`config.mk`:
```
export PLATFORM = sky130hd
export DESIGN_NAME = lambda_mem_arbiter_flat
export DESIGN_NICKNAME = d
export VERILOG_FILES = /design/src/rtl/lambda_mem_arbiter_pkg.sv /design/src/rtl/lambda_mem_arbiter_if.sv /design/src/rtl/lambda_mem_arbiter_rr_arb2.sv /design/src/rtl/lambda_mem_arbiter.sv /design/src/flat_wrapper.sv
export SDC_FILE = /design/constraint.sdc
export NUM_CORES = 1
export LEC_CHECK = 0
export ABC_AREA = 1
export BUFFER_PORTS_ARGS = -buffer_cell sky130_fd_sc_hd__buf_2
export CAP_MARGIN = 20
export CORE_MARGIN = 2
export CORE_UTILIZATION = 51
export CTS_CLUSTER_DIAMETER = 30
export CTS_CLUSTER_SIZE = 30
export DETAILED_ROUTE_END_ITERATION = 8
export GPL_TIMING_DRIVEN = 0
export PLACE_DENSITY = 0.87
export SLEW_MARGIN = 0
export SYNTH_ARGS = -nofsm -noshare
export SYNTH_HDL_FRONTEND = slang
export SYNTH_SLANG_ARGS = --single-unit
```
`constraint.sdc`:
```
create_clock -name clk -period 1.84 [get_ports clk]
set_input_delay 0.368 -clock clk [delete_from_list [all_inputs] [get_ports clk]]
set_output_delay 0.368 -clock clk [all_outputs]
set_load 0.02 [all_outputs]
```
`src/rtl/lambda_mem_arbiter_pkg.sv`:
```
// Shared definitions for the lambda SRAM arbiter: controller states,
// default address width and the fixed read-return latency.
package lambda_mem_arbiter_pkg;

  // INIT runs the zero-fill sweep, SERVE arbitrates node-processor traffic
  typedef enum logic {
    ST_INIT  = 1'b0,
    ST_SERVE = 1'b1
  } arb_state_t;

  localparam int ADDR_W_DEF = 20;

  // Cycles from a read grant to its o_rd_valid pulse
  localparam int RD_LATENCY = 2;

endpackage

```
`src/rtl/lambda_mem_arbiter_if.sv`:
```
// Node-processor side of the lambda SRAM arbiter: clear/busy control,
// writer and reader request/grant channels, read return and error flag.
interface lambda_mem_arbiter_if
  import lambda_mem_arbiter_pkg::*;
#(
  parameter int WIDTH  = 8,
  parameter int ADDR_W = ADDR_W_DEF
);
  logic              i_clear;
  logic              o_busy;
  logic              i_wr_req;
  logic [ADDR_W-1:0] i_wr_addr;
  logic [WIDTH-1:0]  i_wr_data;
  logic              o_wr_gnt;
  logic              i_rd_req;
  logic [ADDR_W-1:0] i_rd_addr;
  logic              o_rd_gnt;
  logic              o_rd_valid;
  logic [WIDTH-1:0]  o_rd_data;
  logic              o_err;

  // Node processors drive requests and observe grants/returns
  modport master (
    output i_clear, i_wr_req, i_wr_addr, i_wr_data, i_rd_req, i_rd_addr,
    input  o_busy, o_wr_gnt, o_rd_gnt, o_rd_valid, o_rd_data, o_err
  );

  // The arbiter consumes requests and produces grants/returns
  modport slave (
    input  i_clear, i_wr_req, i_wr_addr, i_wr_data, i_rd_req, i_rd_addr,
    output o_busy, o_wr_gnt, o_rd_gnt, o_rd_valid, o_rd_data, o_err
  );
endinterface

```
`src/rtl/lambda_mem_arbiter_rr_arb2.sv`:
```
// Two-requester round-robin arbiter (writer vs reader). Grants are
// combinational; the pointer remembers which side was granted last and
// resets to "read last" so the writer wins the first tie.
module rr_arb2 (
  input  logic clk,
  input  logic rst_n,
  input  logic en,
  input  logic wr_req,
  input  logic rd_req,
  output logic wr_gnt,
  output logic rd_gnt
);

  logic last_rd_r;

  // Pick one requester; on a tie favour the side not granted last
  always_comb begin
    wr_gnt = 1'b0;
    rd_gnt = 1'b0;
    if (!en) begin
      wr_gnt = 1'b0;
      rd_gnt = 1'b0;
    end else if (wr_req && rd_req) begin
      wr_gnt = last_rd_r;
      rd_gnt = ~last_rd_r;
    end else begin
      wr_gnt = wr_req;
      rd_gnt = rd_req;
    end
  end

  // Pointer moves only when a grant is actually given
  always_ff @(posedge clk or negedge rst_n) begin
    if (!rst_n) begin
      last_rd_r <= 1'b1;
    end else if (wr_gnt) begin
      last_rd_r <= 1'b0;
    end else if (rd_gnt) begin
      last_rd_r <= 1'b1;
    end else begin
      last_rd_r <= last_rd_r;
    end
  end

endmodule

```
`src/rtl/lambda_mem_arbiter.sv`:
```
// Owner of the single-port lambda SRAM: zero-fills it after reset or on
// i_clear, then shares it between the check-node writer and the
// variable-node reader one access per cycle. SRAM-side outputs are
// registered; read data returns a fixed RD_LATENCY cycles after the grant.
module lambda_mem_arbiter
  import lambda_mem_arbiter_pkg::*;
#(
  parameter int WIDTH      = 8,
  parameter int ROW_NUMBER = 1024,
  parameter int ADDR_W     = ADDR_W_DEF
) (
  input  logic                clk,
  input  logic                rst_n,
  lambda_mem_arbiter_if.slave bus,
  output logic                o_sram_wen,
  output logic [ADDR_W-1:0]   o_sram_waddr,
  output logic [ADDR_W-1:0]   o_sram_raddr,
  output logic [WIDTH-1:0]    o_sram_wdata,
  input  logic [WIDTH-1:0]    i_sram_rdata
);

  localparam logic [ADDR_W:0]   ROW_LIM   = (ADDR_W+1)'(ROW_NUMBER);
  localparam logic [ADDR_W-1:0] LAST_ADDR = ADDR_W'(ROW_NUMBER - 1);

  // The sweep counter is ADDR_W bits wide, so the depth must fit in it
  if (ROW_NUMBER < 1 || longint'(ROW_NUMBER) > (longint'(1) << ADDR_W)) begin : g_row_check
    $error("lambda_mem_arbiter: ROW_NUMBER must be 1..2**ADDR_W");
  end

  arb_state_t        state_r, state_n;
  logic [ADDR_W-1:0] count_r, count_n;
  logic              wen_n;
  logic [ADDR_W-1:0] waddr_n, raddr_n;
  logic [WIDTH-1:0]  wdata_n;
  logic              err_r, err_n;
  logic              arb_en_s, wr_gnt_s, rd_gnt_s;
  logic              wr_oor_s, rd_oor_s;
  logic              rd_issue_s, rd_zero_s;
  logic [RD_LATENCY-1:0] rd_vld_pipe_r, rd_zero_pipe_r;

  assign arb_en_s = (state_r == ST_SERVE) && !bus.i_clear;
  assign wr_oor_s = {1'b0, bus.i_wr_addr} >= ROW_LIM;
  assign rd_oor_s = {1'b0, bus.i_rd_addr} >= ROW_LIM;

  rr_arb2 u_arb (
    .clk    (clk),
    .rst_n  (rst_n),
    .en     (arb_en_s),
    .wr_req (bus.i_wr_req),
    .rd_req (bus.i_rd_req),
    .wr_gnt (wr_gnt_s),
    .rd_gnt (rd_gnt_s)
  );

  assign bus.o_wr_gnt   = wr_gnt_s;
  assign bus.o_rd_gnt   = rd_gnt_s;
  assign bus.o_busy     = (state_r == ST_INIT);
  assign bus.o_err      = err_r;
  assign bus.o_rd_valid = rd_vld_pipe_r[RD_LATENCY-1];

  // Next state and next SRAM command: sweep write in INIT, granted access in SERVE
  always_comb begin
    state_n    = state_r;
    count_n    = count_r;
    wen_n      = 1'b0;
    waddr_n    = o_sram_waddr;
    wdata_n    = o_sram_wdata;
    raddr_n    = o_sram_raddr;
    rd_issue_s = 1'b0;
    rd_zero_s  = 1'b0;
    err_n      = err_r;
    case (state_r)
      ST_INIT: begin
        if (bus.i_clear) begin
          count_n = '0;
        end else begin
          wen_n   = 1'b1;
          waddr_n = count_r;
          wdata_n = '0;
          if (count_r == LAST_ADDR) begin
            state_n = ST_SERVE;
            count_n = '0;
          end else begin
            count_n = count_r + 1'b1;
          end
        end
      end
      ST_SERVE: begin
        if (bus.i_clear) begin
          state_n = ST_INIT;
          count_n = '0;
        end else if (wr_gnt_s) begin
          if (wr_oor_s) begin
            err_n = 1'b1;
          end else begin
            wen_n   = 1'b1;
            waddr_n = bus.i_wr_addr;
            wdata_n = bus.i_wr_data;
          end
        end else if (rd_gnt_s) begin
          rd_issue_s = 1'b1;
          if (rd_oor_s) begin
            rd_zero_s = 1'b1;
            err_n     = 1'b1;
          end else begin
            raddr_n = bus.i_rd_addr;
          end
        end else begin
          wen_n = 1'b0;
        end
      end
      default: begin
        state_n = ST_INIT;
        count_n = '0;
      end
    endcase
  end

  // State, SRAM command registers, sticky error and read-return pipeline
  always_ff @(posedge clk or negedge rst_n) begin
    if (!rst_n) begin
      state_r        <= ST_INIT;
      count_r        <= '0;
      o_sram_wen     <= 1'b0;
      o_sram_waddr   <= '0;
      o_sram_raddr   <= '0;
      o_sram_wdata   <= '0;
      err_r          <= 1'b0;
      rd_vld_pipe_r  <= '0;
      rd_zero_pipe_r <= '0;
    end else begin
      state_r        <= state_n;
      count_r        <= count_n;
      o_sram_wen     <= wen_n;
      o_sram_waddr   <= waddr_n;
      o_sram_raddr   <= raddr_n;
      o_sram_wdata   <= wdata_n;
      err_r          <= err_n;
      rd_vld_pipe_r  <= {rd_vld_pipe_r[RD_LATENCY-2:0], rd_issue_s};
      rd_zero_pipe_r <= {rd_zero_pipe_r[RD_LATENCY-2:0], rd_zero_s};
    end
  end

  // Read data passes the SRAM output through only on a valid, in-range return
  always_comb begin
    bus.o_rd_data = '0;
    if (rd_vld_pipe_r[RD_LATENCY-1] && !rd_zero_pipe_r[RD_LATENCY-1]) begin
      bus.o_rd_data = i_sram_rdata;
    end else begin
      bus.o_rd_data = '0;
    end
  end

endmodule
```
`src/flat_wrapper.sv`:
```
// flat-port wrapper written by rule: the top's interface ports become plain ports
module lambda_mem_arbiter_flat import lambda_mem_arbiter_pkg::*;
#(
  parameter int WIDTH      = 8,
  parameter int ROW_NUMBER = 1024,
  parameter int ADDR_W     = ADDR_W_DEF
)
  (clk, rst_n, o_sram_wen, o_sram_waddr, o_sram_raddr, o_sram_wdata, i_sram_rdata, bus_i_clear, bus_i_wr_req, bus_i_wr_addr, bus_i_wr_data, bus_i_rd_req, bus_i_rd_addr, bus_o_busy, bus_o_wr_gnt, bus_o_rd_gnt, bus_o_rd_valid, bus_o_rd_data, bus_o_err);
  lambda_mem_arbiter_if #(.WIDTH(WIDTH), .ADDR_W(ADDR_W)) bus_i ();
  input  logic clk;
  input  logic rst_n;
  output logic o_sram_wen;
  output logic [ADDR_W-1:0] o_sram_waddr;
  output logic [ADDR_W-1:0] o_sram_raddr;
  output logic [WIDTH-1:0] o_sram_wdata;
  input  logic [WIDTH-1:0] i_sram_rdata;
  input wire logic [$bits(bus_i.i_clear)-1:0] bus_i_clear;
  input wire logic [$bits(bus_i.i_wr_req)-1:0] bus_i_wr_req;
  input wire logic [$bits(bus_i.i_wr_addr)-1:0] bus_i_wr_addr;
  input wire logic [$bits(bus_i.i_wr_data)-1:0] bus_i_wr_data;
  input wire logic [$bits(bus_i.i_rd_req)-1:0] bus_i_rd_req;
  input wire logic [$bits(bus_i.i_rd_addr)-1:0] bus_i_rd_addr;
  output wire logic [$bits(bus_i.o_busy)-1:0] bus_o_busy;
  output wire logic [$bits(bus_i.o_wr_gnt)-1:0] bus_o_wr_gnt;
  output wire logic [$bits(bus_i.o_rd_gnt)-1:0] bus_o_rd_gnt;
  output wire logic [$bits(bus_i.o_rd_valid)-1:0] bus_o_rd_valid;
  output wire logic [$bits(bus_i.o_rd_data)-1:0] bus_o_rd_data;
  output wire logic [$bits(bus_i.o_err)-1:0] bus_o_err;
  assign bus_i.i_clear = bus_i_clear;
  assign bus_i.i_wr_req = bus_i_wr_req;
  assign bus_i.i_wr_addr = bus_i_wr_addr;
  assign bus_i.i_wr_data = bus_i_wr_data;
  assign bus_i.i_rd_req = bus_i_rd_req;
  assign bus_i.i_rd_addr = bus_i_rd_addr;
  assign bus_o_busy = bus_i.o_busy;
  assign bus_o_wr_gnt = bus_i.o_wr_gnt;
  assign bus_o_rd_gnt = bus_i.o_rd_gnt;
  assign bus_o_rd_valid = bus_i.o_rd_valid;
  assign bus_o_rd_data = bus_i.o_rd_data;
  assign bus_o_err = bus_i.o_err;
  lambda_mem_arbiter #(.WIDTH(WIDTH), .ROW_NUMBER(ROW_NUMBER), .ADDR_W(ADDR_W)) u_core (.clk(clk), .rst_n(rst_n), .bus(bus_i), .o_sram_wen(o_sram_wen), .o_sram_waddr(o_sram_waddr), .o_sram_raddr(o_sram_raddr), .o_sram_wdata(o_sram_wdata), .i_sram_rdata(i_sram_rdata));
endmodule
```
# Yosys cells after proc, flatten, opt, wreduce, memory -nomap -nowiden
# Index checks and enable logic that the tools add are counted.
# Widths: inputs -> output; s select.
# classes
addsub	1
order_cmp	2
n_eq_ne	7
mux	42
bitwise_logic	5
reduce_logical	10
# op_table
cell	count
$mux 20	7
$pmux 20 s2	2
$ge 20x11->1 const B	2
$mux 8	5
$mux 1	25
$add 20x1->20 const B	1
$eq 20x10->1 const B	1
$pmux 8 s2	1
$ne 2x2->1 const B	5
$reduce_and 5->1	2
$not 1->1	5
$pmux 1 s2	2
$reduce_and 4->1	1
$reduce_bool 2->1	2
$logic_and 1x1->1	3
$logic_not 1->1	2
$ne 2x1->1 const B	1
# totals
regBits	76
output_inout_bits	62
word_cells	77

# Longest topological paths before layout
# depth
ltp_word	7
ltp_mapped	10
ltp_nobuf	10

# By module
# A second synthesis with hierarchy kept.
# unflattened
hier_cells	501
area_unflattened_um2	3796.1
# modules_own_cells
module	n_inst	cells_each	area_each_um2	seq_area_each_um2
lambda_mem_arbiter	1	489	3722.3	1876.8
rr_arb2	1	12	73.8	26.3

# Worst setup path before layout
# OpenSTA, ideal clock, no wires.
# synth_path
path_type	register -> register
start	reg u_core.count_r[0]
end	reg u_core.count_r[2]
arrival_time_ns	1.299
slack_ns	0.410
stages_incl_launch_ff	10
path_cell_list	dfrtp_1 > ha_1 > nand2_1 > nor2_1 > nand2_1 > inv_1 > nand3_2 > nand2_2 > buf_6 > o22ai_1
# synth_via
elab_chain_cells	4
elab_cells_between_ends	5
# synth_rtl
element	line_no	text
start: declaration	lambda_mem_arbiter.sv:31	logic [ADDR_W-1:0] count_r, count_n;
start signal: assignment	lambda_mem_arbiter.sv:133	count_r <= count_n;
$add 20x1->20 / $eq 20x10->1 (equally long branches)	lambda_mem_arbiter.sv:84, lambda_mem_arbiter.sv:80	
$mux 20 (*)	lambda_mem_arbiter.sv:80	if (count_r == LAST_ADDR) begin
$mux 20 (*)	lambda_mem_arbiter.sv:74	if (bus.i_clear) begin
$pmux 20 s2 (*)	lambda_mem_arbiter.sv:72	case (state_r)
# Mark *: on every way between the ends. The rest lies on a longest branch, timed or not.
# A chain may end at the register's enable or synchronous reset.

# Final worst setup path
# layout_path
start	reg u_core.state_r
end	out bus_o_wr_gnt
# layout_via
elab_chain_cells	2
# layout_rtl
element	line_no	text
start: declaration	lambda_mem_arbiter.sv:30	arb_state_t state_r, state_n;
start signal: assignment	lambda_mem_arbiter.sv:132	state_r <= state_n;
$logic_and 1x1->1	lambda_mem_arbiter.sv:41	assign arb_en_s = (state_r == ST_SERVE) && !bus.i_clear;
$mux 1	lambda_mem_arbiter_rr_arb2.sv:20	if (!en) begin
end: declaration	flat_wrapper.sv:24	output wire logic [$bits(bus_i.o_wr_gnt)-1:0] bus_o_wr_gnt;
# No other way between the ends.

==> summary.txt <==
Cells and area
  • Antenna diode count: 0
  • Nets: 671
  • Finished Layout Cells: 713
  • Sequential cell area: 0.001904 mm2
  • Fillers: 616
  • Synthesis-to-finish area growth: 27.78%
  • Most frequent cells in the layout: 141 x nand2_1, 120 x buf_2, 74 x dfrtp_1
  • Ratio of cells with drive above 1 in the final layout: 0.3176
  • Commonest non-fill, non-tap cell in the layout: nand2_1
  • Layout Cell Area excl Fill: 0.004811 mm2
  • Footprint of the multi-input gates: 0.001559 mm2

Pwr
  • Leak pwr: 0.002705 uW
  • IR drop worst, VDD: 0.0003309 V
  • Pwr/cell area: 679.7 mW/mm2
  • Comb power frac: 0.102
  • Switching part of the total: 0.2727
  • Sw Pwr: 891.8 uW
  • Reg power frac: 0.534
  • P_int: 2378 uW
  • Clock network power share: 0.364

Route
  • Drt wl/cell: 13.94 um
  • Drt initial violations: 180
  • Final wirelength: 9942 um
  • Vias: 3544
  • Post-route DRC: 0
  • Drt pass-1 iters: 5
  • Vias per cell: 4.971
  • Antenna viol nets, final: 0

Yosys
  • Instance count of the mapped netlist: 468
  • Post-synthesis sequential area ratio: 0.5055
  • Number of synthesized flops with an enable pin: 0
  • Simple-gate share of the synthesized area: 0.2778
  • Xor-xnor portion of the synthesized cell area: 0.02094
  • #FFs+latches synth: 76
  • Synthesized cell area: 0.003765 mm2
  • Synthesized area per cell: 8.045 um2
  • Syn_nets: 530
  • Synth async-reset ratio: 1.000
  • Total number of yosys warnings: 0
  • Synth Area in Compound Gates: 0.1073
  • Multiplexer share of the synthesized area: 0
  • Most used DFF post-synth: dfrtp_1
  • Synth Area in Adders: 0.003323
  • Distinct cells, synth: 30
  • Largest family of logic cells by synthesized area: simple AND/OR/NAND/NOR gates

Floorplan
  • Core box area: 0.007214 mm2
  • Initial Util: 0.5219
  • Total I/O pin count: 123
  • Die width: 89.92 um
  • Die Height: 89.92 um
  • Die Area: 0.008086 mm2
  • Row cnt: 31

Placement
  • DP Cell Count: 690
  • Hpwl dp: 7602 um
  • I/O Buffers: 122
  • GP Congestion: 0.9635
  • Placed inst area: 0.004529 mm2

Clock tree
  • TritonCTS clock tree: yes
  • Root Buffer: clkbuf_8
  • # clock sinks: 76
  • Clock H-tree levels: 3
  • Skew-Pair Late Insertion Delay: 350 ps
  • Clk slew on worst S/H paths: 80 ps
  • Cts bufs inserted: 9
  • Clock tree buffer depth: 2

Worst setup path
  • Kind of critical path: register to output pin
  • Most frequent CP cell: nor2_4
  • Worst r2r src: u_core.count_r[0]
  • Critical Path Stages: 6
  • Reg2Reg Depth: 9
  • Critical path's top delay family: buffers and inverters
  • R2R setup slack: 130 ps
  • Critical Path Max Stage Delay: 410 ps
  • WP buf/inv: 4
  • Critical-path maximum fanout: 8
  • Worst setup SP type: register
  • Data required, critical path: 1470 ps
  • Crit. End Element: output pin
  • Crit-path cells: inv_4 -> nor2_4 -> inv_2 -> nor2_4 -> buf_6 -> buf_4
  • Critical path arrival: 1410 ps
  • CP max stage cell: dfrtp_1
  • RR Endpoint: u_core.count_r[6]

Timing
  • Worst Tran Pin Value: 484.6 ps
  • RSZ-0062 raised after global routing: true
  • Fin crit share: 0.9659
  • Final setup vio count: 0
  • Relative slew slack: 0.6769
  • Endpoints failing hold: 0
  • Tmin final: 1777 ps
  • Fin. max-slew vios: 0
  • Final clock skew: 5.453 ps
  • Fmax: 562.6 MHz

GRT
  • Initial antenna violation count: 0
  • Total GRT Usage: 0.2462
  • Number of global-route vias before repair: 3360
  • GRT overflow: 0
  • First-pass GRT wire length: 15730 um
  • Largest net degree at the start of global routing: 52

Min path
  • Worst hold endpoint: u_core.o_sram_raddr[9]
  • Hold path depth: 3
  • Hold Crit Start: bus_i_rd_addr[9]
  • Worst min-delay path class: primary input to register

Run status
  • Status: finished, final reports clean

Job
  • MaxCap Viol Count: 0
==> state kept, by name (all words and copies together) (netlist names) <==
name and flops:
u_core.o_sram_wen 1, u_core.rd_vld_pipe_r 2, u_core.o_sram_wdata 8, u_core.u_arb.last_rd_r 1, u_core.count_r 20, u_core.o_sram_waddr 20
u_core.state_r 1, u_core.o_sram_raddr 20, u_core.bus.o_err 1, u_core.rd_zero_pipe_r 2
==> final cells by class <==
| cell class | instances | share of cell area |
|---|---|---|
| timing repair buffer | 130 | 0.1456 |
| clock buffer | 10 | 0.02861 |
| multi-input combinational | 323 | 0.3241 |
| sequential | 76 | 0.3958 |
| buffer | 15 | 0.02757 |
| tap | 99 | 0.02575 |
| clock inverter | 6 | 0.009883 |
| inverter | 54 | 0.04265 |
==> what timing repair did <==
| item | CTS | global route |
|---|---|---|
| hold buffers | 1 | 0 |
| setup endpoints to repair | 9 | 15 |
| resized for setup | 6 | 9 |
| setup buffers | 1 | 5 |
| pin swaps | 0 | 1 |
| endpoints found under the hold margin | 25 | 0 |
==> synthesized netlist by cell type (4+ instances only) <==
library cell,count,area share
a21oi_2,19,0.044
buf_6,7,0.021
dfrtp_1,75,0.50
inv_1,50,0.050
nand2_1,141,0.14
nand3_1,30,0.040
nor2_1,62,0.062
o21ai_0,30,0.040
o21ai_1,4,0.0053
o22ai_1,7,0.012
xor2_1,8,0.019
==> power groups by stage <==
stage / registers [uW] / clock network, uW / logic, uW
after CTS: 1750 / 1220 / 333
after global routing: 1750 / 1270 / 365
after floorplan: 1820 / 0 / 109
after global placement: 1770 / 0 / 313
after detailed placement: 1780 / 0 / 330
final: 1750 / 1190 / 334
==> worst reg2reg max path: stages, from the launching register on <==
cell and delay (ps):
dfrtp_2 440, ha_2 230, nand2_1 80, nor2_2 120, nand2_1 130, inv_1 90
nand3_2 110, nand2_4 130, buf_6 160, o22ai_1 90
==> worst max path at each step <==
| stage | endpoint | slack [ps] | startpoint |
|---|---|---|---|
| after floorplan | u_core.count_r[2] | 410 | u_core.count_r[0] |
| after global routing | bus_o_wr_gnt | -20 | u_core.state_r |
| final | bus_o_wr_gnt | 60 | u_core.state_r |
| after global placement | u_core.o_sram_raddr[16] | -70 | rst_n |
| after detailed placement | u_core.count_r[9] | -6 | u_core.count_r[0] |
| after CTS | bus_o_rd_gnt | 4 | u_core.state_r |
==> routing by layer <==
metal | global-route usage | vias to the layer above | routed length [um]
met3 | 0.04946 | 22 | 701
li1 | - | 1757 | -
met4 | 0.1128 | 0 | 280
met5 | 0 | - | 0
met1 | 0.2905 | 1627 | 3995
met2 | 0.4343 | 138 | 4964
==> through the flow <==
| step | utilization | total power, uW | setup TNS (ps) | setup WS (ps) | hold slack [ps] |
|---|---|---|---|---|---|
| 3_5_place_dp | 0.6278 | 2108 | -12.06 | -6.294 | 312.5 |
| 3_3_place_gp | 0.6237 | 2088 | -4643 | -66.93 | 333.5 |
| 6_report | 0.6668 | 3270 | 0 | 62.69 | 224.2 |
| 5_1_grt | 0.6668 | 3389 | -22.02 | -19.02 | 225.4 |
| 4_1_cts | 0.6580 | 3298 | 0 | 3.756 | 208.9 |
| 2_1_floorplan | - | 1925 | 0 | 409.7 | 72.41 |
==> cells by family after synthesis <==
group	after synthesis
flops	76
xor+xnor	9
fa+ha+maj	1
buf+inv	69
simple gates	249
compound gates	64
(Power assumes the default switching activity.)
